File: src/rtl/mem_port_arbiter_if.sv
// Memory-side handshake of the arbiter: request, address and write data out;
// completion pulse and read data back.
interface mem_port_arbiter_if #(
  parameter int ADDR_W = 32,
  parameter int LINE_W = 128
);
  logic              mem_enable;
  logic              mem_rw;
  logic [ADDR_W-1:0] mem_addr;
  logic [LINE_W-1:0] mem_data_out;
  logic              mem_ack;
  logic [LINE_W-1:0] mem_data_in;

  modport master (
    output mem_enable, mem_rw, mem_addr, mem_data_out,
    input  mem_ack, mem_data_in
  );

  modport slave (
    input  mem_enable, mem_rw, mem_addr, mem_data_out,
    output mem_ack, mem_data_in
  );
endinterface

File: src/rtl/mem_port_arbiter.sv
// Shares one memory port between I-cache fill, D-cache fill and D-cache write-back,
// one transaction at a time, fixed priority with an anti-starvation override for fetch.
//
// state | meaning
// ------+--------------------------------------------------------------
// IDLE  | arbitrate masked requests, latch winner/addr/rw/data
// BUSY  | memory request held on the port until mem_ack
// RESP  | one-cycle ack to the winner, read line on both data outputs
module mem_port_arbiter #(
  parameter int ADDR_W       = 32,
  parameter int LINE_W       = 128,
  parameter int STARVE_LIMIT = 4
) (
  input  logic              clk,
  input  logic              reset,
  input  logic              ic_read_req,
  input  logic [ADDR_W-1:0] ic_read_addr,
  output logic [LINE_W-1:0] ic_read_data,
  output logic              ic_read_ack,
  input  logic              dc_read_req,
  input  logic [ADDR_W-1:0] dc_read_addr,
  output logic [LINE_W-1:0] dc_read_data,
  output logic              dc_read_ack,
  input  logic              dc_write_req,
  input  logic [ADDR_W-1:0] dc_write_addr,
  input  logic [LINE_W-1:0] dc_write_data,
  output logic              dc_write_ack,
  mem_port_arbiter_if.master mem_if
);

  typedef enum logic [1:0] {IDLE, BUSY, RESP} state_e;
  typedef enum logic [1:0] {WIN_IC, WIN_DR, WIN_DW} win_e;

  localparam logic [2:0] STARVE_MAX = 3'(STARVE_LIMIT);

  state_e            state_q, state_d;
  win_e              win_q, win_d;
  logic [ADDR_W-1:0] addr_q, addr_d;
  logic              rw_q, rw_d;
  logic [LINE_W-1:0] wdata_q, wdata_d;
  logic [LINE_W-1:0] line_q, line_d;
  logic [2:0]        starve_q, starve_d;
  logic              mask_q, mask_d;

  logic ic_m, dr_m, dw_m;
  logic starve_hit;
  logic [2:0] starve_bump;

  always_ff @(posedge clk) begin
    if (reset) begin
      state_q  <= IDLE;
      win_q    <= WIN_IC;
      addr_q   <= '0;
      rw_q     <= 1'b0;
      wdata_q  <= '0;
      line_q   <= '0;
      starve_q <= '0;
      mask_q   <= 1'b0;
    end else begin
      state_q  <= state_d;
      win_q    <= win_d;
      addr_q   <= addr_d;
      rw_q     <= rw_d;
      wdata_q  <= wdata_d;
      line_q   <= line_d;
      starve_q <= starve_d;
      mask_q   <= mask_d;
    end
  end

  always_comb begin
    state_d  = state_q;
    win_d    = win_q;
    addr_d   = addr_q;
    rw_d     = rw_q;
    wdata_d  = wdata_q;
    line_d   = line_q;
    starve_d = starve_q;
    mask_d   = mask_q;

    // The previous winner is hidden for one IDLE cycle so a late-dropping req is not re-served.
    ic_m = ic_read_req  & ~(mask_q & (win_q == WIN_IC));
    dr_m = dc_read_req  & ~(mask_q & (win_q == WIN_DR));
    dw_m = dc_write_req & ~(mask_q & (win_q == WIN_DW));

    starve_hit  = ic_read_req && (starve_q == STARVE_MAX);
    starve_bump = (ic_read_req && (starve_q != STARVE_MAX)) ? starve_q + 3'd1
                : (ic_read_req ? starve_q : 3'd0);

    unique case (state_q)
      IDLE: begin
        mask_d = 1'b0;
        if (!ic_read_req) starve_d = '0;
        if (ic_m && starve_hit) begin
          win_d    = WIN_IC;
          addr_d   = ic_read_addr;
          rw_d     = 1'b0;
          wdata_d  = '0;
          starve_d = '0;
          state_d  = BUSY;
        end else if (dw_m) begin
          win_d    = WIN_DW;
          addr_d   = dc_write_addr;
          rw_d     = 1'b1;
          wdata_d  = dc_write_data;
          starve_d = starve_bump;
          state_d  = BUSY;
        end else if (dr_m) begin
          win_d    = WIN_DR;
          addr_d   = dc_read_addr;
          rw_d     = 1'b0;
          wdata_d  = '0;
          starve_d = starve_bump;
          state_d  = BUSY;
        end else if (ic_m) begin
          win_d    = WIN_IC;
          addr_d   = ic_read_addr;
          rw_d     = 1'b0;
          wdata_d  = '0;
          starve_d = '0;
          state_d  = BUSY;
        end
      end
      BUSY: begin
        if (mem_if.mem_ack) begin
          if (!rw_q) line_d = mem_if.mem_data_in;
          state_d = RESP;
        end
      end
      RESP: begin
        mask_d  = 1'b1;
        state_d = IDLE;
      end
      default: state_d = IDLE;
    endcase
  end

  assign mem_if.mem_enable   = (state_q == BUSY);
  assign mem_if.mem_rw       = (state_q == BUSY) & rw_q;
  assign mem_if.mem_addr     = addr_q;
  assign mem_if.mem_data_out = wdata_q;

  assign ic_read_ack  = (state_q == RESP) && (win_q == WIN_IC);
  assign dc_read_ack  = (state_q == RESP) && (win_q == WIN_DR);
  assign dc_write_ack = (state_q == RESP) && (win_q == WIN_DW);
  assign ic_read_data = line_q;
  assign dc_read_data = line_q;

endmodule

File: src/flat_wrapper.sv
// flat-port wrapper written by rule: the top's interface ports become plain ports
module mem_port_arbiter_flat 
#(
  parameter int ADDR_W       = 32,
  parameter int LINE_W       = 128,
  parameter int STARVE_LIMIT = 4
)
  (clk, reset, ic_read_req, ic_read_addr, ic_read_data, ic_read_ack, dc_read_req, dc_read_addr, dc_read_data, dc_read_ack, dc_write_req, dc_write_addr, dc_write_data, dc_write_ack, mem_if_mem_enable, mem_if_mem_rw, mem_if_mem_addr, mem_if_mem_data_out, mem_if_mem_ack, mem_if_mem_data_in);
  mem_port_arbiter_if #(.ADDR_W(ADDR_W), .LINE_W(LINE_W)) mem_if_i ();
  input  logic clk;
  input  logic reset;
  input  logic ic_read_req;
  input  logic [ADDR_W-1:0] ic_read_addr;
  output logic [LINE_W-1:0] ic_read_data;
  output logic ic_read_ack;
  input  logic dc_read_req;
  input  logic [ADDR_W-1:0] dc_read_addr;
  output logic [LINE_W-1:0] dc_read_data;
  output logic dc_read_ack;
  input  logic dc_write_req;
  input  logic [ADDR_W-1:0] dc_write_addr;
  input  logic [LINE_W-1:0] dc_write_data;
  output logic dc_write_ack;
  output wire logic [$bits(mem_if_i.mem_enable)-1:0] mem_if_mem_enable;
  output wire logic [$bits(mem_if_i.mem_rw)-1:0] mem_if_mem_rw;
  output wire logic [$bits(mem_if_i.mem_addr)-1:0] mem_if_mem_addr;
  output wire logic [$bits(mem_if_i.mem_data_out)-1:0] mem_if_mem_data_out;
  input wire logic [$bits(mem_if_i.mem_ack)-1:0] mem_if_mem_ack;
  input wire logic [$bits(mem_if_i.mem_data_in)-1:0] mem_if_mem_data_in;
  assign mem_if_mem_enable = mem_if_i.mem_enable;
  assign mem_if_mem_rw = mem_if_i.mem_rw;
  assign mem_if_mem_addr = mem_if_i.mem_addr;
  assign mem_if_mem_data_out = mem_if_i.mem_data_out;
  assign mem_if_i.mem_ack = mem_if_mem_ack;
  assign mem_if_i.mem_data_in = mem_if_mem_data_in;
  mem_port_arbiter #(.ADDR_W(ADDR_W), .LINE_W(LINE_W), .STARVE_LIMIT(STARVE_LIMIT)) u_core (.clk(clk), .reset(reset), .ic_read_req(ic_read_req), .ic_read_addr(ic_read_addr), .ic_read_data(ic_read_data), .ic_read_ack(ic_read_ack), .dc_read_req(dc_read_req), .dc_read_addr(dc_read_addr), .dc_read_data(dc_read_data), .dc_read_ack(dc_read_ack), .dc_write_req(dc_write_req), .dc_write_addr(dc_write_addr), .dc_write_data(dc_write_data), .dc_write_ack(dc_write_ack), .mem_if(mem_if_i));
endmodule
File: config.mk
export PLATFORM = sky130hd
export DESIGN_NAME = mem_port_arbiter_flat
export DESIGN_NICKNAME = d
export VERILOG_FILES = /design/src/rtl/mem_port_arbiter_if.sv /design/src/rtl/mem_port_arbiter.sv /design/src/flat_wrapper.sv
export SDC_FILE = /design/constraint.sdc
export NUM_CORES = 1
export LEC_CHECK = 0
export ABC_AREA = 1
export CORE_AREA = 2 2 307 309
export CTS_BUF_LIST = sky130_fd_sc_hd__clkbuf_16
export DETAILED_ROUTE_END_ITERATION = 10
export DIE_AREA = 0 0 309 311
export SYNTH_ARGS = -nofsm -noshare
export SYNTH_HDL_FRONTEND = slang
export SYNTH_SLANG_ARGS = --single-unit
File: constraint.sdc
create_clock -name clk -period 1.9 [get_ports clk]
set_input_delay 0.285 -clock clk [delete_from_list [all_inputs] [get_ports clk]]
set_output_delay 0.285 -clock clk [all_outputs]
set_load 0.01 [all_outputs]
==> metrics.json <==
{
  "worstSkewPairLatency_ns": 0.56,
  "clock_tree_from_tritoncts": "built",
  "maxClockFrequency_mhz": 544,
  "drv_slew": 0,
  "tritoncts_buffer_count": 37,
  "post_synth_num_cell_types": 21,
  "synth-edff-count": 0,
  "placementRows": 112,
  "drive_gt1_frac": 0.0812,
  "grt_pass1_vias": 12700,
  "cp_required_ns": 1.62,
  "number_of_drc_violations_after_detailed_routing": 0,
  "total_congestion_overflow": 0,
  "setup.worst_path.start_class": "flip-flop",
  "setup_viol": 0,
  "worstReg2RegStart": "u_core.starve_q[1]$_SDFFE_PP0N_",
  "end_kind": "output port",
  "flow.area_growth_from_synthesis_pct": 80.7,
  "cts_buffer_depth": 3,
  "timing.critical_path.arrival_ns": 1.55,
  "hpwl_um": 48800,
  "place.gp.congestion": 0.824,
  "critical_path_peak_fanout": 3,
  "die_area_um2": 96100,
  "max-slew-margin-rel": 0.512,
  "clk_pin_slew_worst_paths_ns": 0.05,
  "crit_buf_inv": 1,
  "final.period_utilization": 0.968,
  "postRouteWirelength_um": 61700,
  "ys.flop_type": "dfxtp_1",
  "floorplan.initialDensity": 0.135,
  "fin_tns_setup_ns": 0,
  "avgViaCountPerCell": 3.61,
  "synth_top_area_frac": 0.473,
  "postCtsHoldBufs": 0,
  "numPortBuffers": 778,
  "cp_slowest_stage_delay_ns": 0.65,
  "pin_count_of_the_biggest_net_entering_global_routing": 128,
  "synth.yosys.warnings": 0,
  "final_period_minus_worst_setup_slack_ns": 1.84,
  "synth.yosys.seq_area_share": 0.473,
  "avgRoutedWirePerCell_um": 16.8,
  "floorplan.io_pins": 779,
  "critical_path.top_delay_family": "buffers and inverters",
  "report.final.hold_viol_count": 0,
  "mean_syn_cell_area_um2": 7.24,
  "power_density_normalized_to_cell_area_nw_per_um2": 818,
  "dpl.cell_count": 3612,
  "grt_first_pass_wirelength_um": 84200,
  "holdCritStartpoint": "reset",
  "track_usage": 0.119,
  "initial_antenna_violation_count": 22,
  "drt_pass_1_iters": 4,
  "path_cells": "clkdlybuf4s50_1",
  "timing_worst_slew_pin_value_ns": 0.733,
  "syn-num-nets": 2089,
  "clockRootBuffer": "clkbuf_16",
  "fp.dieW_um": 309,
  "detail-route-antenna-nets": 0,
  "core_um2": 92800,
  "first_iter_violations": 664,
  "synth-seq-cells": 296,
  "design.final.nets": 2765,
  "cts.sink_count": 296,
  "outcome": "finished clean",
  "htree_num_levels": 2,
  "synth_largest_area_cell": "dfxtp_1",
  "largest_cells_by_area_after_synthesis": "dfxtp_1, nand2_1, nor2_1",
  "design_power_total_mw": 18.5,
  "fin_worst_skew_ns": 0.0254,
  "final_cell_count_no_fill": 3686,
  "synthArstFlopShare": 0,
  "max_cap_viol_count": 0,
  "hold_path_class": "primary input to flip-flop",
  "die_height_um": 311,
  "crit_type": "flip-flop to output port",
  "cellLeakagePower_nw": 8.64,
  "cell_area_after_synthesis_um2": 12500,
  "synth_cells": 1729,
  "slowest_stage_cell_on_the_critical_path": "clkdlybuf4s50_1",
  "peakVddDrop_mv": 0.475,
  "worst_setup_path_startpoint": "u_core.dc_read_data[50]$_SDFFE_PP0P_",
  "routed-via-count": 13300
}
## state kept, by name, summed over array words and instances (netlist names)
register / flops
u_core.state_q: 2
u_core.dc_read_data: 128
u_core.win_q: 2
u_core.mask_q: 1
u_core.starve_q: 3
u_core.mem_if.mem_addr: 32
u_core.mem_if.mem_data_out: 128
## Yosys cell counts, types with 2 or more instances
cell	n
buf_4	133
dfxtp_1	296
buf_6	24
inv_1	80
nand4_1	2
nor3_1	32
o21ai_0	136
nand2_1	427
nand3_2	4
nor2_2	3
inv_2	2
buf_2	30
clkbuf_1	51
ha_1	2
o21ai_1	2
nor2_1	330
nand3_1	7
a21oi_1	165
## final timing paths
path	end	slack [ns]	depth (start not counted)
max	ic_read_data[50]	0.06	1
min	u_core.mask_q$_SDFFE_PP0P_	0.11	4
max reg2reg	u_core.mem_if.mem_data_out[127]$_SDFFE_PP0P_	0.12	13
min reg2reg	u_core.mem_if.mem_data_out[12]$_SDFFE_PP0P_	0.46	2
## logic make-up after synthesis
group                    synth area share
buffers and inverters               0.154
AO/OA/AOI/OAI                       0.121
adder cells (fa/ha/maj)           0.00200
AND/OR/NAND/NOR                     0.250
flip-flops                          0.473
## final cells by class
type	count	area [um2]
Fill cell	10300	70200
Timing Repair Buffer	876	8910
Sequential cell	296	5960
Multi-Input combinational cell	1112	4730
Tap cell	1254	1570
Clock buffer	37	926
Inverter	82	315
Clock inverter	24	183
Antenna cell	5	12.5
## routing by layer
layer	track usage	up-vias	part of all wire
met1	0.134	5987	0.40
met5	0	-	0.00083
met2	0.196	548	0.47
li1	-	6640	-
met4	0.0686	8	0.051
met3	0.0395	118	0.083
## cells in the final DEF (no fill, tap or decap), types with 2 or more instances in the layout
master / n
clkdlybuf4s50_1: 756
nand2_1: 425
nor2_1: 330
dfxtp_1: 268
a21oi_1: 165
o21ai_0: 136
inv_1: 81
buf_4: 66
clkbuf_16: 41
nor3_1: 31
dfxtp_2: 27
buf_12: 24
dlygate4sd2_1: 12
clkinv_1: 9
nand3_1: 6
diode_2: 5
clkinv_2: 5
dlymetal6s2s_1: 5
buf_6: 4
inv_2: 3
nand3_2: 3
nor2_4: 2
nand3_4: 2
inv_6: 2
o21ai_1: 2
nand2_4: 2
nand4_1: 2
ha_1: 2
clkinv_8: 2
bufinv_16: 2
clkbuf_2: 2
## power breakdown
| part | internal [mW] | switching, mW | total, mW |
|---|---|---|---|
| registers | 6.73 | 0.403 | 7.13 |
| clock network | 3.80 | 2.86 | 6.66 |
| logic | 2.59 | 2.12 | 4.71 |
## per-stage QoR
step	hold WS (ns)	utilization	setup slack, ns	instance area (um2)
2_1_floorplan	0.425	-	0.297	12500
3_3_place_gp	0.448	0.229	-0.0440	21300
3_5_place_dp	0.453	0.229	-0.0723	21300
4_1_cts	0.0477	0.241	-0.0769	22400
5_1_grt	0.103	0.244	-0.00127	22600
6_report	0.110	0.244	0.0605	22600
## repair_timing
action                                  4_1_cts  5_1_grt
gates resized for setup                      49       24
setup buffers                                 0        4
cloned                                        0        4
endpoints found under the setup margin       53       97
pin swaps                                     1        4
(Power assumes the default switching activity.)
